==> src/rtl/inst_data_axi_bridge.sv <==
// rtl/inst_data_axi_bridge.sv - SRAM-like inst/data ports to a single AXI master, one transaction at a time
//
// Ports:
//   clk, resetn                 clock, asynchronous active-low reset
//   inst_*                      instruction fetch port (read only)
//   data_*                      load/store port, data has grant priority
//   ar*/r*                      AXI read address / read data channels
//   aw*/w*/b*                   AXI write address / write data / write response channels
module inst_data_axi_bridge (
  input  logic        clk,
  input  logic        resetn,
  input  logic        inst_req,
  input  logic [31:0] inst_addr,
  output logic        inst_addr_ok,
  output logic        inst_data_ok,
  output logic [31:0] inst_rdata,
  input  logic        data_req,
  input  logic        data_wr,
  input  logic [1:0]  data_size,
  input  logic [31:0] data_addr,
  input  logic [31:0] data_wdata,
  output logic        data_addr_ok,
  output logic        data_data_ok,
  output logic [31:0] data_rdata,
  output logic [31:0] araddr,
  output logic        arvalid,
  input  logic        arready,
  input  logic [31:0] rdata,
  input  logic        rvalid,
  output logic        rready,
  output logic [31:0] awaddr,
  output logic        awvalid,
  input  logic        awready,
  output logic [31:0] wdata,
  output logic [3:0]  wstrb,
  output logic        wvalid,
  input  logic        wready,
  input  logic        bvalid,
  output logic        bready
);

  localparam logic [2:0] ST_IDLE = 3'd0;
  localparam logic [2:0] ST_AR   = 3'd1;
  localparam logic [2:0] ST_R    = 3'd2;
  localparam logic [2:0] ST_AW_W = 3'd3;
  localparam logic [2:0] ST_B    = 3'd4;

  logic [2:0]  state_q, state_d;
  logic        owner_data_q, owner_data_d;  // 1 = data port owns the transaction
  logic [31:0] addr_q, addr_d;
  logic [31:0] wdata_q, wdata_d;
  logic [3:0]  wstrb_q, wstrb_d;
  logic        aw_done_q, aw_done_d;
  logic        w_done_q, w_done_d;

  logic        idle;
  logic        aw_fin;
  logic        w_fin;
  logic        r_beat;
  logic [3:0]  strb_calc;

  // addr_ok is combinational on the request; gating with resetn keeps it low
  // while reset is held even though state already reads IDLE.
  assign idle         = (state_q == ST_IDLE) & resetn;
  assign data_addr_ok = idle & data_req;
  assign inst_addr_ok = idle & inst_req & ~data_req;

  assign arvalid = (state_q == ST_AR);
  assign araddr  = addr_q;
  assign rready  = (state_q == ST_R);
  assign awaddr  = addr_q;
  assign awvalid = (state_q == ST_AW_W) & ~aw_done_q;
  assign wvalid  = (state_q == ST_AW_W) & ~w_done_q;
  assign wdata   = wdata_q;
  assign wstrb   = wstrb_q;
  assign bready  = (state_q == ST_B);

  assign r_beat       = (state_q == ST_R) & rvalid;
  assign inst_data_ok = r_beat & ~owner_data_q;
  assign data_data_ok = (r_beat & owner_data_q) | ((state_q == ST_B) & bvalid);
  assign inst_rdata   = inst_data_ok ? rdata : 32'd0;
  assign data_rdata   = (r_beat & owner_data_q) ? rdata : 32'd0;

  // Each channel is done once it has handshaken now or in an earlier cycle.
  assign aw_fin = aw_done_q | (awvalid & awready);
  assign w_fin  = w_done_q | (wvalid & wready);

  always_comb begin
    strb_calc = 4'b1111;
    case (data_size)
      2'd0:    strb_calc = 4'b0001 << data_addr[1:0];
      2'd1:    strb_calc = 4'b0011 << {data_addr[1], 1'b0};
      default: strb_calc = 4'b1111;
    endcase
  end

  always_comb begin
    state_d      = state_q;
    owner_data_d = owner_data_q;
    addr_d       = addr_q;
    wdata_d      = wdata_q;
    wstrb_d      = wstrb_q;
    aw_done_d    = aw_done_q;
    w_done_d     = w_done_q;
    case (state_q)
      ST_IDLE: begin
        aw_done_d = 1'b0;
        w_done_d  = 1'b0;
        if (data_req) begin
          owner_data_d = 1'b1;
          addr_d       = data_addr;
          wdata_d      = data_wdata;
          wstrb_d      = strb_calc;
          state_d      = data_wr ? ST_AW_W : ST_AR;
        end else if (inst_req) begin
          owner_data_d = 1'b0;
          addr_d       = inst_addr;
          wdata_d      = 32'd0;
          wstrb_d      = 4'b1111;
          state_d      = ST_AR;
        end
      end
      ST_AR: begin
        if (arready) state_d = ST_R;
      end
      ST_R: begin
        if (rvalid) state_d = ST_IDLE;
      end
      ST_AW_W: begin
        aw_done_d = aw_fin;
        w_done_d  = w_fin;
        if (aw_fin && w_fin) state_d = ST_B;
      end
      ST_B: begin
        if (bvalid) state_d = ST_IDLE;
      end
      default: state_d = ST_IDLE;
    endcase
  end

  always_ff @(posedge clk or negedge resetn) begin
    if (!resetn) begin
      state_q      <= ST_IDLE;
      owner_data_q <= 1'b0;
      addr_q       <= 32'd0;
      wdata_q      <= 32'd0;
      wstrb_q      <= 4'd0;
      aw_done_q    <= 1'b0;
      w_done_q     <= 1'b0;
    end else begin
      state_q      <= state_d;
      owner_data_q <= owner_data_d;
      addr_q       <= addr_d;
      wdata_q      <= wdata_d;
      wstrb_q      <= wstrb_d;
      aw_done_q    <= aw_done_d;
      w_done_q     <= w_done_d;
    end
  end

endmodule
==> config.mk <==
export PLATFORM = sky130hd
export DESIGN_NAME = inst_data_axi_bridge
export DESIGN_NICKNAME = d
export VERILOG_FILES = /design/src/rtl/inst_data_axi_bridge.sv
export SDC_FILE = /design/constraint.sdc
export NUM_CORES = 1
export LEC_CHECK = 0
export CAP_MARGIN = 20
export CORE_AREA = 2 2 121 123
export CTS_CLUSTER_SIZE = 20
export DETAILED_ROUTE_END_ITERATION = 10
export DIE_AREA = 0 0 123 125
export GPL_TIMING_DRIVEN = 1
export PLACE_DENSITY = 0.77
export REMOVE_ABC_BUFFERS = 1
export SYNTH_ARGS = -nofsm -noshare
export SYNTH_HDL_FRONTEND = slang
export SYNTH_SLANG_ARGS = --single-unit
==> constraint.sdc <==
create_clock -name clk -period 2.7 [get_ports clk]
set_clock_uncertainty 0.05 [all_clocks]
set_input_delay 0.27 -clock clk [delete_from_list [all_inputs] [get_ports clk]]
set_output_delay 0.27 -clock clk [all_outputs]
set_load 0.1 [all_outputs]
==> results.md, run 1 <==
* Setup crit start kind: flop
* Mean number of vias per cell at 4.53
* GR Util met3 at 5.70%
* Overflow after GRT at 0
* Area fraction of the dominant cell type after synthesis at between 40% and 50%
* Number of synthesized flops with an enable pin at 0
* Top FF cell, synth: dfrtp_1
* Startpoint of the most critical setup path: state_q[2]$_DFFE_PN0P_
* Number of global-route vias before repair at between 3000 and 4000
* R2R Setup Slk at 0.86 ns
* Critical R2R Launch: state_q[2]$_DFFE_PN0P_
* Fraction of registers with async set/reset at 100%
* IO Port Bufs at about 310
* Mean instance size in the synthesized netlist at around 12 µm²
* Number of flip-flops and latches in the synthesized netlist at 74
* Synth warnings at 0
* Ports placed on the boundary at 313
* Actual transition at the worst max-transition pin at around 0.56 ns
* Worst path arrival time at 2.15 ns
* Wire length reported by the detailed router at around 14000 µm
* Cell accounting for the most synthesized area: dfrtp_1
* Violation count after the first detailed-routing iteration at 95
* Outcome: complete, no violations
* Clk pin slew, worst setup/hold paths at 0.06 ns
* Relative slew slack at 62.4%
* Via count at ~3600
* Number of antenna-violating nets in the routed design at 0
* Overall Global Routing Usage at ~18%
* Count of endpoints failing hold in the final timing report at 0
* Required arrival time at the worst endpoint at 2.38 ns
* Die Height at ~130 µm
* CTS buffer count at 9
* Hold slack final at around 0.38 ns
* Average wire per cell in the routed design at 17.8 µm
* Met1 Resource Use GR at 19.8%
* Core area at 14200 µm²
* Number of pins with negative max-slew slack in the final report at 0
* Unique cell type count in the Yosys netlist at 31
* Max clock buf depth at 2
* M2 GR Usage at 31.8%
* Effective utilization at floorplan at 28.3%
* DR DRC count at 0
* Row count at 44
* Shortest clock period the worst path allows after layout at approximately 2.5 ns
* CP endpoint kind: output pin
* Initial antenna violation count at 1
* Combined area of all synthesized cells at 4020 µm²
* Largest cells by area after synthesis: dfrtp_1 (46%), mux2_2 (11%), and2_1 (9.2%)
* Sinks on the clock net at 74
* CTS tree: yes
* Unrepaired setup endpoints after global routing: false
* Iteration count of the initial detailed-routing pass at 4
* Die outline width at 123 µm
* Post-route clock period utilization at between 90% and 100%
* Layout Nets at around 750
* Gpl congestion at between 0.8 and 0.9
* Area grow syn2layout at 93.3%
* Area of the die at 15400 µm²
* Clock Root Buffer: clkbuf_16
* CTS H-tree lvls at 3
* Pin count of the biggest net entering global routing at 47
* Critical path peak fanout at 33
* Worst skew pair latency at 0.32 ns
* Mapped Cells at around 330
* Global-route wire length before repair at 20900 µm
* Number of max-cap violations at 0
* Final HPWL DP at 11600 µm
* Maximum clock frequency at 0.405 GHz
* Setup-failing EPs final at 0
* Busiest grt layer: met2
* Worst Hold Class: input port to asynchronous set/reset pin
* Fillers at around 1200
* CP Class: flop to output pin
* Fraction of final layout cells sized beyond drive strength 1 at 39.9%
* Sequential area share after synthesis at roughly 46%
-- layer usage --
| layer | part of all wire (%) | vias up |
|---|---|---|
| met5 | 0 | - |
| met4 | 1.7 | 0 |
| met3 | 9.3 | 14 |
| met2 | 53 | 178 |
| met1 | 36 | 1749 |
| li1 | - | 1688 |
-- final timing paths --
kind,cells after the start,to
min reg2reg,1,wdata[8]$_DFFE_PN0P_
max reg2reg,4,araddr[5]$_DFFE_PN0P_
max in group asynchronous,3,wdata[16]$_DFFE_PN0P_
min in group clk,1,wdata[8]$_DFFE_PN0P_
min,2,araddr[20]$_DFFE_PN0P_
max,5,inst_rdata[12]
-- final cells by class --
cell class / instances / area, µm² / share of cell area (%)
repair buffers: 321 / 3620 / 46.6
diodes: 1 / 2.50 / 0.0322
clock buffers: 14 / 264 / 3.40
multi-input cells: 202 / 1750 / 22.5
flip-flops and latches: 74 / 1850 / 23.9
clock inverters: 2 / 35.0 / 0.451
well taps: 184 / 230 / 2.97
inverters: 3 / 11.3 / 0.145
-- Yosys cell counts, types with 2 or more instances --
cell and instances:
dfrtp_1 74, and2_1 59, mux2_2 38, a22o_1 32, buf_4 32, mux2_1 26
buf_6 10, buf_2 9, o21ai_0 8, and2_2 6, a2bb2oi_1 4, clkbuf_1 4
nor2_1 4, a21oi_1 3, inv_1 3, nor2b_1 3, a21o_1 2, nand2b_1 2
nor3b_4 2, o21bai_1 2
-- timing repair --
action	in CTS	in global routing
hold endpoints to repair	28	0
endpoints found under the setup margin	0	1
hold buffers	1	0
buffers inserted	0	0
gates resized for setup	0	1
-- cell families after synthesis --
group	count (synthesis)	share of synthesized area, %
AND/OR/NAND/NOR	83	14.4
AO/OA/AOI/OAI	54	10.4
multiplexers	65	18.5
flip-flops	74	46.1
buffers and inverters	58	10.6
-- per-stage QoR --
stage	setup slack [ns]	setup TNS [ns]	util, %	instance area, µm²	std cells
floorplan	-1.43	-55.42	-	3600	279
global placement	0.527	0	52.4	7450	783
detailed placement	0.465	0	52.4	7450	783
CTS	0.117	0	54.6	7760	800
global route	0.0905	0	54.7	7760	801
finish	0.231	0	54.7	7760	801
-- critical path, cell delays in order, from the launching register on --
cell and delay [ns]:
dfrtp_1 0.57, nor3b_4 0.31, nor3b_4 0.21, buf_4 0.31, and2_1 0.24, buf_12 0.19
-- cells in the final DEF, fill, tap and decap left out, types with 3 or more instances in the layout --
cell type,count
dfrtp_1,74
mux2_1,26
and2_1,59
clkbuf_1,3
buf_4,113
mux2_2,38
clkbuf_16,9
nor2_1,4
and2_2,6
buf_12,69
nor2b_1,3
clkdlybuf4s50_1,138
o21ai_0,8
a2bb2oi_1,4
a22o_1,32
a21oi_1,3
inv_1,3
-- state kept, by name (all words and copies together), names as in the netlist --
register      count
state_q           3
owner_data_q      1
wdata            32
araddr           32
w_done_q          1
wstrb             4
aw_done_q         1
Power of run 1 is not shown: default switching activity piles up to over one toggle a cycle in this logic, so the estimate is an artifact.
==> run 2: changes to the inputs <==
CORE_AREA = 2 2 122 124   (was 2 2 121 123)
DIE_AREA = 0 0 124 126   (was 0 0 123 125)
PLACE_DENSITY = 0.76   (was 0.77)
==> run 2 against run 1 <==
Effect of this change: fmax is 1.3% lower; die area rose by 1.6%; critical path type unchanged; routed wire length grew 0.27%; worst hold slack got worse by 0.064 ns; design area grew 0.11%; clock-buffer cell count is 2 lower; critical endpoint is now inst_rdata[0]; largest cell class unchanged.
==> results.md, run 2 (synthesis results as in run 1) <==
* Count of endpoints failing hold in the final timing report at 0
* Worst Hold Class: input port to asynchronous set/reset pin
* Unrepaired setup endpoints after global routing: false
* CTS H-tree lvls at 3
* Number of global-route vias before repair at between 3000 and 4000
* Fillers at 1217
* Effective utilization at floorplan at 28.1%
* Via count at 3611
* Fraction of final layout cells sized beyond drive strength 1 at 40.2%
* CTS tree: yes
* Number of max-cap violations at 0
* Pin count of the biggest net entering global routing at 57
* Area of the die at 15600 µm²
* Maximum clock frequency at 0.400 GHz
* Antenna diode instance count at 0
* GR Util met3 at roughly 4.8%
* Accumulated negative setup slack at 0 ns
* Overflow after GRT at 0
* Relative slew slack at 52.0%
* Average wire per cell in the routed design at roughly 18 µm
* Row count at 44
* Number of antenna-violating nets in the routed design at 0
* M2 GR Usage at between 30% and 40%
* Final HPWL DP at 11500 µm
* Initial antenna violation count at 1
* Busiest grt layer: met2
* Total setup buffers inserted after CTS at 0
* Number of pins with negative max-slew slack in the final report at 0
* Area grow syn2layout at 93.5%
* Storage cell area at around 1900 µm²
* Commonest cells after routing, fill and taps aside: clkdlybuf4s50_1 (138), buf_4 (113), dfrtp_1 (74)
* Overall Global Routing Usage at between 10% and 20%
* Setup-failing EPs final at 0
* Worst skew pair latency at 0.33 ns
* Met1 Resource Use GR at a little under a fifth
* Actual transition at the worst max-transition pin at 0.721 ns
* Die outline width at ~120 µm
* Shortest clock period the worst path allows after layout at 2.50 ns
* Most common library cell in the layout ignoring fill and taps: clkdlybuf4s50_1
* CP Class: flop to output pin
* Die Height at 126 µm
* Footprint of the multi-input gates at ~1700 µm²
* R2R Setup Slk at 0.73 ns
* CTS buffer count at 9
* Wire length reported by the detailed router at approximately 14000 µm
* Sinks on the clock net at 74
* Post-route clock period utilization at 92.6%
* Ports placed on the boundary at 313
* CP endpoint kind: output pin
* Outcome: complete, no violations
* Core area at 14300 µm²
* Gpl congestion at just under 0.8
* DR DRC count at 0
* Iteration count of the initial detailed-routing pass at 4
* Setup crit start kind: flop
* Global-route wire length before repair at 20900 µm
* IO Port Bufs at between 300 and 400
* Clk pin slew, worst setup/hold paths at 0.05 ns
* Worst path arrival time at 2.18 ns
* Max clock buf depth at 2
* Violation count after the first detailed-routing iteration at 55
* Required arrival time at the worst endpoint at 2.38 ns
* Mean number of vias per cell at 4.52
* Critical path peak fanout at 33
* Clock Root Buffer: clkbuf_16
* Layout Nets at 750
==> run 2: cell count changes in the layout (fill, tap and decap cells not counted) <==
cell       previous run  this run
buf_12               69        68
clkinv_4              0         1
bufinv_16             1         2
diode_2               1         0
clkbuf_1              3         1
==> run 2: per-stage QoR <==
stage               area (µm²)  hold WS, ns  util (%)  setup WS (ns)  cells
global route              7770        0.334      54.3          0.111    799
floorplan                 3600      -0.0756         -          -1.43    279
global placement          7430        0.120      51.9          0.496    782
detailed placement        7430        0.127      51.9          0.471    782
CTS                       7770        0.331      54.3         0.0945    799
finish                    7770        0.311      54.3          0.199    799
==> run 2: worst paths after layout <==
| check | start | depth (start not counted) | to |
|---|---|---|---|
| worst max-delay path | state_q[1]$_DFFE_PN0P_ | 5 | inst_rdata[0] |
| worst min-delay path | resetn | 2 | aw_done_q$_DFFE_PN0P_ |
| worst max register to register | state_q[2]$_DFFE_PN0P_ | 4 | araddr[0]$_DFFE_PN0P_ |
| worst min register to register | wdata[16]$_DFFE_PN0P_ | 1 | wdata[16]$_DFFE_PN0P_ |
| max in group asynchronous | resetn | 3 | araddr[12]$_DFFE_PN0P_ |
| min in group clk | wdata[16]$_DFFE_PN0P_ | 1 | wdata[16]$_DFFE_PN0P_ |
==> run 2: final cells by class <==
| type | instances | area share (%) |
|---|---|---|
| Sequential cell | 74 | 23.8 |
| Tap cell | 184 | 2.96 |
| Timing Repair Buffer | 320 | 46.3 |
| Multi-Input combinational cell | 202 | 22.5 |
| Clock inverter | 4 | 0.950 |
| Clock buffer | 12 | 3.30 |
| Inverter | 3 | 0.145 |
==> run 2: timing repair <==
item	4_1_cts	5_1_grt
hold buffers	1	0
endpoints found under the setup margin	0	1
hold endpoints to repair	18	0
gates resized for setup	0	1
==> run 2: critical path: stages (launching register included) <==
cell,delay [ns]
dfrtp_1,0.60
nor3b_4,0.30
nor3b_4,0.20
buf_4,0.32
and2_1,0.23
buf_12,0.19
==> run 2: routing by layer <==
layer / vias up / part of all wire (%)
met1: 1739 / 35
met2: 171 / 55
li1: 1682 / -
met3: 17 / 8.8
met4: 2 / 1.6
met5: - / 0.12
Power of run 2 is left out for the same reason.
==> run 3: changes to the inputs <==
ABC_AREA = 1   (was not set)
==> run 3 against run 2 <==
Effect of this change: setup slack improved by 0.11 ns; routed wire length rose by 1.9%; register-to-register slack barely moved; sequential cell count did not move; area after synthesis fell by 0.37%; synthesized cell count rose by 38%.
==> results.md, run 3 <==
* Outcome: complete, no violations
* Area grow syn2layout at 93.8%
* Initial antenna violation count at 0
* Area of the die at 15600 µm²
* CTS H-tree lvls at 3
* CTS tree: yes
* Area post-placement at 7410 µm²
* Shortest clock period the worst path allows after layout at 2.39 ns
* Critical path peak fanout at 33
* Most numerous cell in the Yosys netlist: nor2_1
* Worst skew pair latency at 0.33 ns
* Synth warnings at 0
* Max clock buf depth at 2
* Core area at 14300 µm²
* Mean number of vias per cell at 4.48
* Cell accounting for the most synthesized area: dfrtp_1
* Commonest cells after routing, fill and taps aside: clkdlybuf4s50_1 (138), nor2_1 (132), buf_4 (109)
* Cell types with the highest counts after synthesis: nor2_1 (133), dfrtp_1 (74), nand2_1 (51)
* Overflow after GRT at 0
* Die outline width at approximately 120 µm
* Global-route wire length before repair at 21200 µm
* Clk pin slew, worst setup/hold paths at approximately 0.060 ns
* Maximum clock frequency at 0.418 GHz
* Setup-failing EPs final at 0
* Actual transition at the worst max-transition pin at 0.755 ns
* Worst path arrival time at 2.07 ns
* Post-route cell area at 7750 µm²
* Via count at just over 4000
* Most common library cell in the layout ignoring fill and taps: clkdlybuf4s50_1
* Wire length reported by the detailed router at 14600 µm
* Required arrival time at the worst endpoint at between 2 and 2.5 ns
* Setup crit start kind: flop
* Total setup buffers inserted after CTS at 0
* Top FF cell, synth: dfrtp_1
* Number of global-route vias before repair at 3917
* DR DRC count at 0
* Gpl congestion at 0.847
* Post-route clock period utilization at 88.5%
* R2R Setup Slk at 0.74 ns
* Effective utilization at floorplan at between 20 and 30%
* Mean instance size in the synthesized netlist at 8.66 µm²
* CTS buffer count at 9
* Final HPWL DP at 11500 µm
* Iteration count of the initial detailed-routing pass at 4
* Die Height at 126 µm
* CP endpoint kind: output pin
* Row count at 44
* Utilization after layout at between 50% and 60%
* Number of synthesized flops with an enable pin at 0
* Worst Hold Class: input port to asynchronous set/reset pin
* Relative slew slack at 49.7%
* Number of antenna-violating nets in the routed design at 0
* Count of endpoints failing hold in the final timing report at 0
* Number of max-cap violations at 0
* Combined area of all synthesized cells at 4000 µm²
* Layout Nets at 873
* Unrepaired setup endpoints after global routing: false
* Number of pins with negative max-slew slack in the final report at 0
* Ports placed on the boundary at 313
* Violation count after the first detailed-routing iteration at 132
* Clock Root Buffer: clkbuf_16
* CP Class: flop to output pin
* Sinks on the clock net at 74
* Average wire per cell in the routed design at between 15 and 20 µm
* Largest cells by area after synthesis: dfrtp_1 (46%), nor2_1 (12%), a22o_1 (7.0%)
* Number of flip-flops and latches in the synthesized netlist at 74
* Pin count of the biggest net entering global routing at 58
* Mapped Cells at 462
* Sequential area share after synthesis at 46.3%
* IO Port Bufs at 312
* Fraction of final layout cells sized beyond drive strength 1 at between 20% and 30%
* Fraction of registers with async set/reset at 100%
* Unique cell type count in the Yosys netlist at 27
* Area fraction of the dominant cell type after synthesis at 46.3%
* Antenna diode instance count at 0
* Overall Global Routing Usage at 17.9%
## run 3: changes by cell type in the layout (fill, tap and decap cells not counted), sizes merged, moves of 6 or more
cell	change
nand2	+52
nand3	+8
inv	+48
o21ai	-6
nor2	+132
o31ai	+31
mux2	-64
and2	-66
## run 3: cell families after synthesis
family          share of synthesized area (%)
simple gates                             21.3
compound gates                           16.5
buf+inv                                  15.9
flops                                    46.3
## run 3: critical path, cell delays in order (launching register included)
cell and delay [ns]:
dfrtp_1 0.49, inv_2 0.10, nor3_4 0.24, nand3_4 0.35, o21ai_0 0.31, buf_12 0.23
## run 3: timing repair
item                      4_1_cts  5_1_grt
hold endpoints to repair       17        0
resized for setup               0        0
hold buffers                    1        0
## run 3: final timing paths
path                       cells past startpoint                   start                endpoint
hold / removal                                 2                  resetn  araddr[17]$_DFFE_PN0P_
setup / recovery                               5  state_q[1]$_DFFE_PN0P_            data_data_ok
max in group asynchronous                      3                  resetn  araddr[15]$_DFFE_PN0P_
min in group clk                               1   wdata[29]$_DFFE_PN0P_   wdata[29]$_DFFE_PN0P_
setup reg to reg                               6  state_q[0]$_DFFE_PN0P_  araddr[24]$_DFFE_PN0P_
hold reg to reg                                1   wdata[29]$_DFFE_PN0P_   wdata[29]$_DFFE_PN0P_
## run 3: cell type report
type | instances | area (µm²)
fillers | 1270 | 6560
repair buffers | 319 | 3630
flip-flops and latches | 74 | 1850
multi-input cells | 279 | 1510
clock buffers | 10 | 239
well taps | 184 | 230
inverters | 50 | 189
clock inverters | 6 | 96.3
## run 3: per-layer routing
metal	GRT usage [%]	part of all wire, %	vias to the layer above
li1	-	-	1994
met5	0	0	-
met1	19.8	37	1920
met2	32.7	53	203
met4	4.96	1.3	0
met3	5.39	8.9	14
## run 3: per-stage QoR
step | TNS [ns] | worst slack [ns] | std cells | hold slack, ns
after floorplan | -55.95 | -0.862 | 403 | -0.0756
after global placement | 0 | 0.570 | 905 | 0.125
after detailed placement | 0 | 0.527 | 905 | 0.129
after CTS | 0 | 0.271 | 922 | 0.363
after global routing | 0 | 0.163 | 922 | 0.363
final | 0 | 0.310 | 922 | 0.340
Power of run 3 is left out for the same reason.
